==> src/rtl/rmii_rx_deframe_pkg.sv <==
// Shared constants, FSM state encodings and a width helper for the RMII
// receive deframer.
package rmii_rx_deframe_pkg;

  localparam int BYTE_LEN = 8;

  localparam logic [1:0] RMII_PREAMBLE_DIBIT = 2'b01;
  localparam logic [1:0] RMII_SFD_DIBIT      = 2'b11;

  localparam logic [1:0] ST_IDLE     = 2'd0;
  localparam logic [1:0] ST_PREAMBLE = 2'd1;
  localparam logic [1:0] ST_DATA     = 2'd2;
  localparam logic [1:0] ST_DROP     = 2'd3;

  typedef enum logic [1:0] {
    S_IDLE     = ST_IDLE,
    S_PREAMBLE = ST_PREAMBLE,
    S_DATA     = ST_DATA,
    S_DROP     = ST_DROP
  } rx_state_e;

  // Bits needed to hold values 0..v-1; never returns less than 1.
  function automatic int clog2(input int v);
    int r;
    r = 0;
    while ((1 << r) < v) r++;
    return (r < 1) ? 1 : r;
  endfunction

endpackage

==> src/rtl/rmii_rx_deframe_crsdv_hold.sv <==
// One-dibit hold slot. A held dibit is only judged once the following
// sample is visible, so the low phase of the end-of-frame CRS_DV toggle
// still counts as data while two consecutive lows mark the real end.
module rmii_crsdv_hold (
  input  logic       clk,
  input  logic       reset,
  input  logic       i_en,
  input  logic       i_crsdv,
  input  logic [1:0] i_rxd,
  output logic [1:0] o_dibit,
  output logic       o_valid,
  output logic       o_eof
);

  logic       r_full;
  logic       r_crsdv;
  logic [1:0] r_rxd;

  // Load the current sample every enabled cycle; empty the slot otherwise.
  always_ff @(posedge clk) begin
    if (reset || !i_en) begin
      r_full  <= 1'b0;
      r_crsdv <= 1'b0;
      r_rxd   <= 2'b00;
    end else begin
      r_full  <= 1'b1;
      r_crsdv <= i_crsdv;
      r_rxd   <= i_rxd;
    end
  end

  assign o_dibit = r_rxd;
  assign o_valid = i_en & r_full & (r_crsdv | i_crsdv);
  assign o_eof   = i_en & r_full & ~r_crsdv & ~i_crsdv;

endmodule

==> src/rtl/rmii_rx_deframe.sv <==
// RMII receive deframer: strips preamble/SFD, emits payload+FCS dibits as
// a strobe stream, then a done pulse with an error flag.
// Optional macro RMII_RX_ERR_EN adds the rxer input (RMII RX_ER).
module rmii_rx_deframe
  import rmii_rx_deframe_pkg::*;
#(
  parameter int MIN_PREAMBLE_DIBITS = 12,
  parameter int MAX_FRAME_BYTES     = 1522
) (
  input  logic       clk,
  input  logic       reset,
  input  logic       crsdv,
  input  logic [1:0] rxd,
`ifdef RMII_RX_ERR_EN
  input  logic       rxer,
`endif
  output logic [1:0] out,
  output logic       outclk,
  output logic       done_out,
  output logic       err
);

  localparam int DMAX_I = (BYTE_LEN / 2) * MAX_FRAME_BYTES;
  localparam int DW     = clog2(DMAX_I + 1);
  localparam int PCW    = clog2(MIN_PREAMBLE_DIBITS + 1);
  localparam logic [DW-1:0]  DMAX = DW'(DMAX_I);
  localparam logic [PCW-1:0] PMIN = PCW'(MIN_PREAMBLE_DIBITS);

  rx_state_e      r_state;
  logic           r_prev_crsdv;
  logic [PCW-1:0] r_pcnt;
  logic [DW-1:0]  r_dcnt;
  logic           r_bad;
  logic [1:0]     r_out;
  logic           r_outclk;
  logic           r_done;
  logic           r_err;

  logic [1:0] w_dibit;
  logic       w_valid;
  logic       w_eof;
  logic       w_two_lows;
  logic       w_rxer;

`ifdef RMII_RX_ERR_EN
  assign w_rxer = rxer;
`else
  assign w_rxer = 1'b0;
`endif

  assign w_two_lows = ~crsdv & ~r_prev_crsdv;

  rmii_crsdv_hold u_hold (
    .clk     (clk),
    .reset   (reset),
    .i_en    (r_state == S_DATA),
    .i_crsdv (crsdv),
    .i_rxd   (rxd),
    .o_dibit (w_dibit),
    .o_valid (w_valid),
    .o_eof   (w_eof)
  );

  // Frame FSM with registered strobe, done and error outputs.
  always_ff @(posedge clk) begin
    if (reset) begin
      r_state      <= S_IDLE;
      r_prev_crsdv <= 1'b1;
      r_pcnt       <= '0;
      r_dcnt       <= '0;
      r_bad        <= 1'b0;
      r_out        <= 2'b00;
      r_outclk     <= 1'b0;
      r_done       <= 1'b0;
      r_err        <= 1'b0;
    end else begin
      r_prev_crsdv <= crsdv;
      r_outclk     <= 1'b0;
      r_done       <= 1'b0;
      r_err        <= 1'b0;
      case (r_state)
        S_IDLE: begin
          if (crsdv && !r_prev_crsdv) begin
            r_state <= S_PREAMBLE;
            r_pcnt  <= '0;
          end
        end
        S_PREAMBLE: begin
          if (w_two_lows) begin
            r_state <= S_IDLE;
          end else if (w_rxer) begin
            r_state <= S_DROP;
          end else begin
            case (rxd)
              RMII_PREAMBLE_DIBIT: begin
                if (r_pcnt != {PCW{1'b1}}) r_pcnt <= r_pcnt + 1'b1;
              end
              RMII_SFD_DIBIT: begin
                if (r_pcnt >= PMIN) begin
                  r_state <= S_DATA;
                  r_dcnt  <= '0;
                  r_bad   <= 1'b0;
                end else begin
                  r_state <= S_DROP;
                end
              end
              2'b00: begin
                // Idle dibits are tolerated only before the preamble starts.
                if (r_pcnt != '0) r_state <= S_DROP;
              end
              default: r_state <= S_DROP;
            endcase
          end
        end
        S_DATA: begin
          if (w_rxer) r_bad <= 1'b1;
          if (w_eof) begin
            r_done  <= 1'b1;
            r_err   <= (r_dcnt[1:0] != 2'b00) | r_bad | w_rxer;
            r_state <= S_IDLE;
          end else if (w_valid) begin
            if (r_dcnt == DMAX) begin
              // Oversize: suppress this dibit and close the frame as bad.
              r_done  <= 1'b1;
              r_err   <= 1'b1;
              r_state <= S_DROP;
            end else begin
              r_out    <= w_dibit;
              r_outclk <= 1'b1;
              r_dcnt   <= r_dcnt + 1'b1;
            end
          end
        end
        S_DROP: begin
          if (w_two_lows) r_state <= S_IDLE;
        end
        default: r_state <= S_IDLE;
      endcase
    end
  end

  assign out      = r_out;
  assign outclk   = r_outclk;
  assign done_out = r_done;
  assign err      = r_err;

endmodule

==> config.mk <==
export PLATFORM = sky130hd
export DESIGN_NAME = rmii_rx_deframe
export DESIGN_NICKNAME = d
export VERILOG_FILES = /design/src/rtl/rmii_rx_deframe_pkg.sv /design/src/rtl/rmii_rx_deframe_crsdv_hold.sv /design/src/rtl/rmii_rx_deframe.sv
export SDC_FILE = /design/constraint.sdc
export NUM_CORES = 1
export LEC_CHECK = 0
export ABC_AREA = 1
export BUFFER_PORTS_ARGS = -buffer_cell sky130_fd_sc_hd__buf_2
export CORE_MARGIN = 2
export CORE_UTILIZATION = 40
export CTS_CLUSTER_DIAMETER = 200
export DETAILED_ROUTE_END_ITERATION = 10
export PLACE_DENSITY = 0.53
export SYNTH_ARGS = -nofsm -noshare
export SYNTH_HDL_FRONTEND = slang
export SYNTH_SLANG_ARGS = --single-unit
==> constraint.sdc <==
create_clock -name clk -period 1.94 [get_ports clk]
set_clock_uncertainty 0.05 [all_clocks]
set_input_delay 0.388 -clock clk [delete_from_list [all_inputs] [get_ports clk]]
set_output_delay 0.388 -clock clk [all_outputs]
set_load 0.005 [all_outputs]
; Word level (Yosys, flattened, before mapping)
; Index checks and enable logic that the tools add are counted.
[totals]
latchBits = 0
inputBits = 5
mem_count = 0
ram_bits = 0
word_cells = 92
out_inout_bits = 5
romBits = 0
regBits = 29
[classes]
addsub = 2
magnitude_cmp = 1
n_mux = 28
div = 0
reduce_logical = 16
multipliers = 0
eq_ne = 21
n_shift = 0
n_bitwise = 13
[op_table]
columns = operator, count
row1 = $mux W13, 6
row2 = $pmux W13 S2, 1
row3 = $mux W4, 4
row4 = $ne A2 B2 Y1 const B, 8
row5 = $mux W2, 7
row6 = $add A13 B1 Y13 const B, 1
row7 = $eq A13 B13 Y1 const B, 1
row8 = $ne A3 B3 Y1 const B, 3
row9 = $ne A4 B4 Y1 const B, 2
row10 = $pmux W2 S4, 1
row11 = $pmux W4 S2, 1
row12 = $mux W1, 7
row13 = $not A1 Y1, 7
row14 = $reduce_and A7 Y1, 1
row15 = $eq A2 B2 Y1 const B, 3
row16 = $pmux W2 S3, 1
row17 = $reduce_and A6 Y1, 1
row18 = $reduce_bool A2 Y1, 3
row19 = $and A1 B1 Y1, 5
row20 = $reduce_and A5 Y1, 1
row21 = $add A4 B1 Y4 const B, 1
row22 = $eq A2 B1 Y1 const B, 2
row23 = $ge A4 B4 Y1 const B, 1
row24 = $logic_not A2 Y1, 2
row25 = 9 further kinds, 11

; Logic depth before layout (Yosys ltp)
; Gate-level depths: netlist of the first run.
[logic_depth]
depth_word = 6
mapped_depth = 11
mapped_depth_nobuf = 11

; By module
; A second synthesis of the first run with hierarchy kept.
[unflattened]
cells_unflattened = 269
hier_area_um2 = 1746.7
[modules_own_cells]
columns = module, instances, cells_each, area_each_um2
row1 = rmii_rx_deframe, 1, 250, 1610.3
row2 = rmii_crsdv_hold, 1, 19, 136.4

; Worst setup path before layout of the first run
; Ideal clock, no wire load.
[synth_path]
path_kind = reg2reg
startpoint = register r_dcnt[0]
endpoint = register r_dcnt[11]
arrival_time_ns = 1.286
path_buffers = 1
slack_ns = 0.490
stages_incl_launch_ff = 11
setup_ns = 0.114
period_less_slack_ns = 1.450
path_cell_list = dfxtp_1 inv_1 ha_1 nand2_1 nor2_1 nand4_1 buf_6 nand3_2 nand2_1 nand2_1 nor2_1
[synth_between]
elab_chain_cells = 5
word_cells_on_any_way = 8
classes_between = add/sub (1) / eq/ne (2) / mux (4) / reduce/logical (1)
[synth_lines]
columns = item, line_no
row1 = start: declaration, rmii_rx_deframe.sv:32  ; logic [DW-1:0] r_dcnt;
row2 = start signal: assignment, rmii_rx_deframe.sv:130  ; r_dcnt <= r_dcnt + 1'b1;
row3 = $add A13 B1 Y13, rmii_rx_deframe.sv:130
row4 = $mux W13, rmii_rx_deframe.sv:122  ; if (r_dcnt == DMAX) begin
row5 = $mux W13, rmii_rx_deframe.sv:121  ; end else if (w_valid) begin
row6 = $mux W13, rmii_rx_deframe.sv:117  ; if (w_eof) begin
row7 = $pmux W13 S2, rmii_rx_deframe.sv:81  ; case (r_state)
; Several ways; a longest one is shown, not always the timed one. The select of a mux whose other input is x is not followed.
; A chain may end at the register's enable or synchronous reset.

; Worst setup path in the final report of the first run
[layout_path]
startpoint = register r_state[1]
endpoint = register r_dcnt[0]
[layout_between]
elab_chain_cells = 6
word_cells_on_any_way = 15
classes_between = eq/ne (8) / mux (1) / bitwise (4) / reduce/logical (2)
[layout_lines]
columns = item, line_no
row1 = start: declaration, rmii_rx_deframe.sv:29  ; rx_state_e r_state;
row2 = start signal: assignment, rmii_rx_deframe.sv:67  ; r_state <= S_IDLE;
row3 = start signal: assignment, rmii_rx_deframe.sv:84  ; r_state <= S_PREAMBLE;
row4 = start signal: assignment, rmii_rx_deframe.sv:90  ; r_state <= S_IDLE;
row5 = $eq A2 B2 Y1, "rmii_rx_deframe.sv:56, rmii_rx_deframe.sv:81"
row6 = $and A1 B1 Y1, "rmii_rx_deframe_crsdv_hold.sv:33, rmii_rx_deframe_crsdv_hold.sv:34"
row7 = $and A1 B1 Y1 (2 in a row), rmii_rx_deframe_crsdv_hold.sv:34  ; assign o_eof = i_en & r_full & ~r_crsdv & ~i_crsdv;
row8 = $ne A2 B2 Y1 (no line), -
row9 = $reduce_and A7 Y1 (no line), -
; Several ways; a longest one is shown, not always the timed one.

==> run summary, run 1 <==
The die area came out at 4600 um2. The finished cells cover 1820 um2. Ranked by total cell area, the synthesized netlist is headed by dfxtp_1 (36%), nand2_1 (15%), nand3_1 (8.3%). The kind of start point of the critical path is a flop. The flow ran to the end, and the final reports show no timing, DRC or antenna violations.

The clock latency on the worst-skew pair came out at 280 ps. For this run, the slowest stage of the critical path takes 420 ps. The half-perimeter wire length after detailed placement is 2830 um. The number of resized instances in the post-cts repair step came out at 0. The number of synthesized register bits came out at 29. The final layout contains 277 nets.

For this design, the slowest cell found on the critical path is dfxtp_1. The cell type group with the largest total delay on the critical path is simple AND/OR/NAND/NOR gates. In this run the core area contains 23 standard-cell rows. The gate count of the mapped netlist is 251. Counting the buffers created by CTS gives 5.

The buffers inserted during post-CTS setup optimization is 0. Among the stages of the critical path, the cell type that occurs most often is nor2_4. The H-tree was split into 2 levels. The hold buffer count at CTS came out at 0.

The die extent in x came out at 67.8 um. The final route contains 1557 vias. The worst min-delay path category is input pin to flop. The mean instance size in the synthesized netlist is 6.49 um2. CTS placed an instance of clkbuf_8 at the clock tree root. Compared with the post-synthesis result, the final layout area differs by 11.5%. The nature of the critical path endpoint is a flop. The chip height is 67.8 um. The maximum number of pins on one net before global-route repair is 15. TritonCTS built the clock tree. After layout, the minimum clock period comes to between 1500 and 2000 ps. Across the run, the number of max-cap violations was 0. At the end of routability-driven placement, the weighted congestion stood at 0.789. By startpoint and endpoint, the worst setup path is classified as flop to flop. After floorplanning, the core was sized to cover 3970 um2. The count of fill cells added during filler insertion came out at 430.

The number of warnings printed during yosys synthesis is 0. The final period utilization is 85.7%. At the worst endpoint, the required time is 2060 ps. The number of routed nets with antenna violations is 0. For the final routed database, the setup TNS stands at 0 ps. Along the worst path, the maximum fanout reaches 10.

The via count of the first global-routing pass is 1466. For this run, the top clock speed supported by timing is 601 MHz. The number of hold violations in the final report came out at 0. The clock sink total came out at 29. The number of I/O port buffers is 9. The remaining global-route overflow came out at 0.

Leaving out fill and tap cells, the most frequent cells in the layout are nand2_1 (67), nor2_1 (36), inv_1 (29), dfxtp_1 (29), nand3_1 (27). The number of diodes added for antenna fixing came out at 0. The max-slew headroom at the worst pin is 79.5%.

The initial antenna violation count came to 0. After clock tree synthesis, the clock-pin slew on the worst setup and hold paths is 60 ps. Together, buffers and inverters on the worst path number 0. The critical path goes through nand3_2, nor2_4, nor2_2, nor2_4, nand2_2, o21ai_0, nor2_1. Leaving out fill and tap cells, the most frequent cell in the layout is nand2_1. The share of layout cells above drive strength 1 is 13.0%. The total wirelength of the detailed-routed design came out at 3620 um. The cell type with the highest aggregate area in the netlist is dfxtp_1.

The count of different cell masters after synthesis came out at 21. The remaining design rule violation count came out at 0. After synthesis, flip-flops and latches occupy 35.6% of the total area. The static leakage is 0.717 nW.

Setup repair after global routing left no endpoint under its margin. The total track usage is between 15 and 20%. The critical path arrival came out at ~1800 ps. The number of violations reported at the end of detailed-routing iteration 0 is 97.

The number of nets produced by synthesis came out at 260. The max-slew violation count is 0. The synthesized netlist occupies a cell area of 1630 um2. Summing internal, switching and leakage power gives 1.19 mW.

The worst ir drop on vdd came out at 0.374 mV. The first global-routing pass estimated 6280 um of wire. Dividing the detail-routed wire length by the instance count gives 11.4 um.

For this design the top-level I/O count stands at 10. The maximum buffer depth of the clock tree is 2. The first TritonRoute pass finished after 4 iterations. The area of placed instances came out at 1740 um2. The power per cell area came out at 656 nW/um2. The effective utilization at floorplan is about 40%.

Setup violations remaining at the end of the flow were counted as 0. Dividing the detail-routed via count by the number of cells gives 4.88. The transition time at the pin with the least slew margin came out at between 300 and 400 ps. The top cell type's share of synthesized area came out at 35.6%.
## Yosys cell counts, drive strengths merged
library cell  count
buf               3
nor3              1
a21oi            18
clkbuf            1
and2              1
nand3            30
nand2            70
nor3b             3
dfxtp            29
inv              33
nand4             5
o21ai             9
nor2             42
o211ai            1
o22ai             1
ha                4
## cell type report
cell class | instances | area, um2 | share of cell area [%]
tap | 50 | 62.6 | 3.44
inverter | 33 | 124 | 6.82
multi-input combinational | 185 | 887 | 48.8
timing repair buffer | 14 | 82.6 | 4.55
clock buffer | 8 | 80.1 | 4.41
sequential | 29 | 581 | 32.0
## routing by layer
metal	vias to the layer above	global-route usage, %	share of wire, %
met4	0	6.00	1.3
li1	835	-	-
met1	700	21.5	47
met2	17	33.1	49
met5	-	0	0
met3	5	4.44	2.6
## kinds of logic (layout without fill, tap and decap cells)
group | Yosys count | after routing | synth area share [%]
flip-flops | 29 | 29 | 35.6
adder cells (fa/ha/maj) | 4 | 4 | 3.07
buffers and inverters | 37 | 55 | 9.91
AO/OA/AOI/OAI | 29 | 29 | 9.14
AND/OR/NAND/NOR | 152 | 152 | 42.2
## sequential cells by signal, summed over array words and instances (netlist names)
| name | count |
|---|---|
| r_pcnt | 4 |
| u_hold.r_full | 1 |
| outclk | 1 |
| r_dcnt | 13 |
| err | 1 |
| u_hold.o_dibit | 2 |
| r_state | 2 |
| u_hold.r_crsdv | 1 |
| done_out | 1 |
| out | 2 |
| r_prev_crsdv | 1 |
## worst paths after layout
path / from / end / cells past startpoint / slack (ps)
min: rxd[0] / u_hold.o_dibit[0] / 3 / 320
max: r_state[1] / r_dcnt[0] / 7 / 280
max reg2reg: r_state[1] / r_dcnt[0] / 7 / 280
min reg2reg: out[0] / out[0] / 2 / 410
## worst reg2reg max path, cell delays in order (launching register included)
cell and delay, ps:
dfxtp_1 420, nand3_2 140, nor2_4 210, nor2_2 70, nor2_4 220, nand2_2 200
o21ai_0 190, nor2_1 50
## per-stage QoR
step	hold WS [ps]	setup WS (ps)	utilization (%)	std cells
CTS	313	280	45.7	319
finish	322	277	45.7	319
floorplan	394	490	-	251
global placement	407	226	43.7	311
global route	343	85.1	45.7	319
detailed placement	404	209	43.7	311
## where the power goes
part | internal (mW) | total [mW] | switching [mW] | leakage [nW]
clock | 0.254 | 0.466 | 0.212 | 0.0395
combinational | 0.0346 | 0.110 | 0.0752 | 0.443
sequential | 0.607 | 0.617 | 0.0106 | 0.234
(Power assumes the default switching activity.)
==> inputs of run 2 (changes only) <==
--- a/config.mk
+++ b/config.mk
@@ -7,7 +7,8 @@
 export LEC_CHECK = 0
 export ABC_AREA = 1
 export BUFFER_PORTS_ARGS = -buffer_cell sky130_fd_sc_hd__buf_2
-export CORE_MARGIN = 2
+export CORE_ASPECT_RATIO = 1.1
+export CORE_MARGIN = 3
 export CORE_UTILIZATION = 40
 export CTS_CLUSTER_DIAMETER = 200
 export DETAILED_ROUTE_END_ITERATION = 10
==> constraint.sdc (replaced) <==
create_clock -name clk -period 1.94 [get_ports clk]
set_clock_uncertainty 0.05 [all_clocks]
set_input_delay 0.291 -clock clk [delete_from_list [all_inputs] [get_ports clk]]
set_output_delay 0.291 -clock clk [all_outputs]
set_load 0.005 [all_outputs]
==> run summary, run 2 (synthesized netlist as in run 1, its figures left out) <==
Status: finished clean (unchanged). The classification of the worst setup path is flop to flop (unchanged). The most frequent standard cell in the layout excluding fill and tap cells is nand2_1 (unchanged). The placer's final routability congestion estimate is 0.815 (was 0.789). The clock tree root buffer cell is clkbuf_8 (unchanged). The maximum number of pins on one net before global-route repair came out at 15 (unchanged). The number of core rows is 23 (unchanged). The worst min-delay path category is input pin to flop (unchanged). The number of non-filler instances in the completed layout was 321 (was 319). The storage element area was 581 um2 (unchanged). The cell repeated most along the worst path is nor2_4 (unchanged). The area of placed instances came out at 1760 um2 (was 1740 um2). The number of buffers inserted during clock tree synthesis came out at 5 (unchanged).

The TritonCTS clock tree was built (unchanged). The via count of the first global-routing pass came to 1498 (was 1466). The number of buffers and inverters on the critical path is 0 (unchanged). The static leakage is 0.738 nW (was 0.717 nW). The area growth from synthesis to layout is 13.3% (was 11.5%).

The delay of the slowest cell on the worst path is 430 ps (was 420 ps). The number of resized instances in the post-cts repair step is 0 (unchanged). The max-slew headroom at the worst pin was 78.8% (was 79.5%). The final period utilization came out at 88.5% (was 85.7%). The maximum fanout encountered on the critical timing path is 10 (unchanged).

The kind of start point of the critical path was a flop (unchanged). The number of max-cap violations is 0 (unchanged). The number of diodes added for antenna fixing came out at 0 (unchanged). The clock latency on the worst-skew pair came out at 280 ps (about the same). Largest registers: r_dcnt (13), r_pcnt (4) (unchanged). Cell chain of the critical path: nand3_2, nor2_4, nor2_2, nor2_4, nand2_2, o21ai_0, nor2_1 (unchanged).

The nature of the critical path endpoint is a flop (unchanged). RSZ-0062 raised after global routing: no (unchanged). The setup TNS came out at 0 ps (unchanged). The post-CTS clock slew at the launch and capture registers of the worst setup and hold paths came out at 60 ps (about the same). The required time of the critical path is 2060 ps (about the same). The die extent in x is 66.8 um (was 67.8 um). The total instance count after detailed placement is 314 (was 311).

The initial antenna violation count came out at 0 (unchanged). The number of vias after detailed routing is 1545 (was 1557). The number of flip-flops under the largest register name came out at 13 (unchanged). The clock sink total was 29 (unchanged).

The area of the core region was 3770 um2 (was 3970 um2). The half-perimeter wire length after detailed placement came out at 2950 um (was 2830 um). The effective utilization at floorplan is 43.2% (was 41.0%). The register with the most flip-flops is r_dcnt (unchanged). The number of failing setup endpoints in the final timing report came out at 0 (unchanged). The number of violations reported at the end of detailed-routing iteration 0 is 119 (was 97). The total track usage came to 18.2% (was 18.5%).

The average vias per placed instance was 4.81 (was 4.88). The maximum buffer depth of the clock tree was 2 (unchanged). The cell type of the slowest stage on the worst timing path is dfxtp_1 (unchanged).

The area of all placed cells without fillers came to 1850 um2 (was 1820 um2). The share of layout cells above drive strength 1 is 14.4% (was 13.0%). The peak clock frequency supported by timing came out at 583 MHz (was 601 MHz). The transition time at the pin with the least slew margin is 317 ps (was 306 ps). The critical path arrival came out at 1840 ps (was 1780 ps).

The total wirelength of the detailed-routed design is 3750 um (was 3620 um). The count of fill cells added during filler insertion is 397 (was 430). The number of hold violations in the final report came out at 0 (unchanged). The count of H-tree levels built during CTS came out at 2 (unchanged).

The minimum clock period after layout is 1720 ps (was 1660 ps). The hold buffer count at CTS came out at 0 (unchanged). The average wire per cell in the routed design is 11.7 um (was 11.4 um). The worst ir drop on vdd was 0.479 mV (was 0.374 mV). The area of the multi-input gates came to 887 um2 (unchanged). The final net count came to 280 (was 277). The count of pins on the block boundary is 10 (unchanged). The chip height came out at 72.9 um (was 67.8 um). Commonest cells after routing, fill and taps aside: nand2_1 (67), nor2_1 (36), inv_1 (29), dfxtp_1 (29), nand3_1 (27) (unchanged). The cell type group with the largest total delay on the critical path was simple AND/OR/NAND/NOR gates (unchanged). The die area came out at 4880 um2 (was 4600 um2). The max-slew violation count is 0 (unchanged). The remaining design rule violation count is 0 (unchanged). The remaining global-route overflow was 0 (unchanged). The power per cell area came out at 664 nW/um2 (was 656 nW/um2). The number of routed nets with antenna violations was 0 (unchanged). The global-route wire length before repair came to 6710 um (was 6280 um). The buffers inserted during post-CTS setup optimization came out at 0 (unchanged).

The number of detailed-routing iterations run before antenna repair is 4 (unchanged). The number of I/O port buffers came out at 9 (unchanged).
-- run 2: cell types whose count changed in the layout (fill, tap and decap cells not counted), sizes merged --
| cell | previous run | this run |
|---|---|---|
| clkbuf | 8 | 7 |
| buf | 14 | 17 |
-- run 2: cell type report --
class,count,share of cell area [%]
inverter,33,6.71
tap,50,3.39
multi-input combinational,185,48.1
sequential,29,31.5
clock buffer,7,4.68
timing repair buffer,17,5.69
-- run 2: tightest hold or removal path, cell delays in order --
cell and delay (ps):
buf_2 110, inv_1 60, nor2_1 40
-- run 2: worst paths after layout --
kind / startpoint / endpoint / slack [ps] / depth (start not counted)
hold reg to reg: out[1] / out[1] / 410 / 2
setup reg to reg: r_state[1] / r_dcnt[0] / 220 / 7
setup / recovery: r_state[1] / r_dcnt[0] / 220 / 7
hold / removal: rxd[1] / u_hold.o_dibit[1] / 220 / 3
-- run 2: power by group --
group / total [mW] / internal, mW / switching, mW
logic: 0.111 / 0.0349 / 0.0759
registers: 0.617 / 0.606 / 0.0104
clock network: 0.497 / 0.281 / 0.216
-- run 2: per-stage QoR --
step / setup WS, ps / util (%) / power [mW] / hold slack [ps]
final: 223 / 49.0 / 1.22 / 222
after global routing: 53.4 / 49.0 / 1.29 / 225
after CTS: 202 / 49.0 / 1.24 / 216
after detailed placement: 218 / 46.7 / 0.742 / 405
after global placement: 206 / 46.7 / 0.743 / 401
after floorplan: 490 / - / 0.711 / 310
-- run 2: metal layers --
| metal | GRT usage, % | vias up | routed length (um) |
|---|---|---|---|
| li1 | - | 832 | - |
| met1 | 21.7 | 682 | 1740 |
| met2 | 30.1 | 20 | 1810 |
| met3 | 5.24 | 11 | 92 |
| met4 | 8.35 | 0 | 111 |
| met5 | 0 | - | 0 |
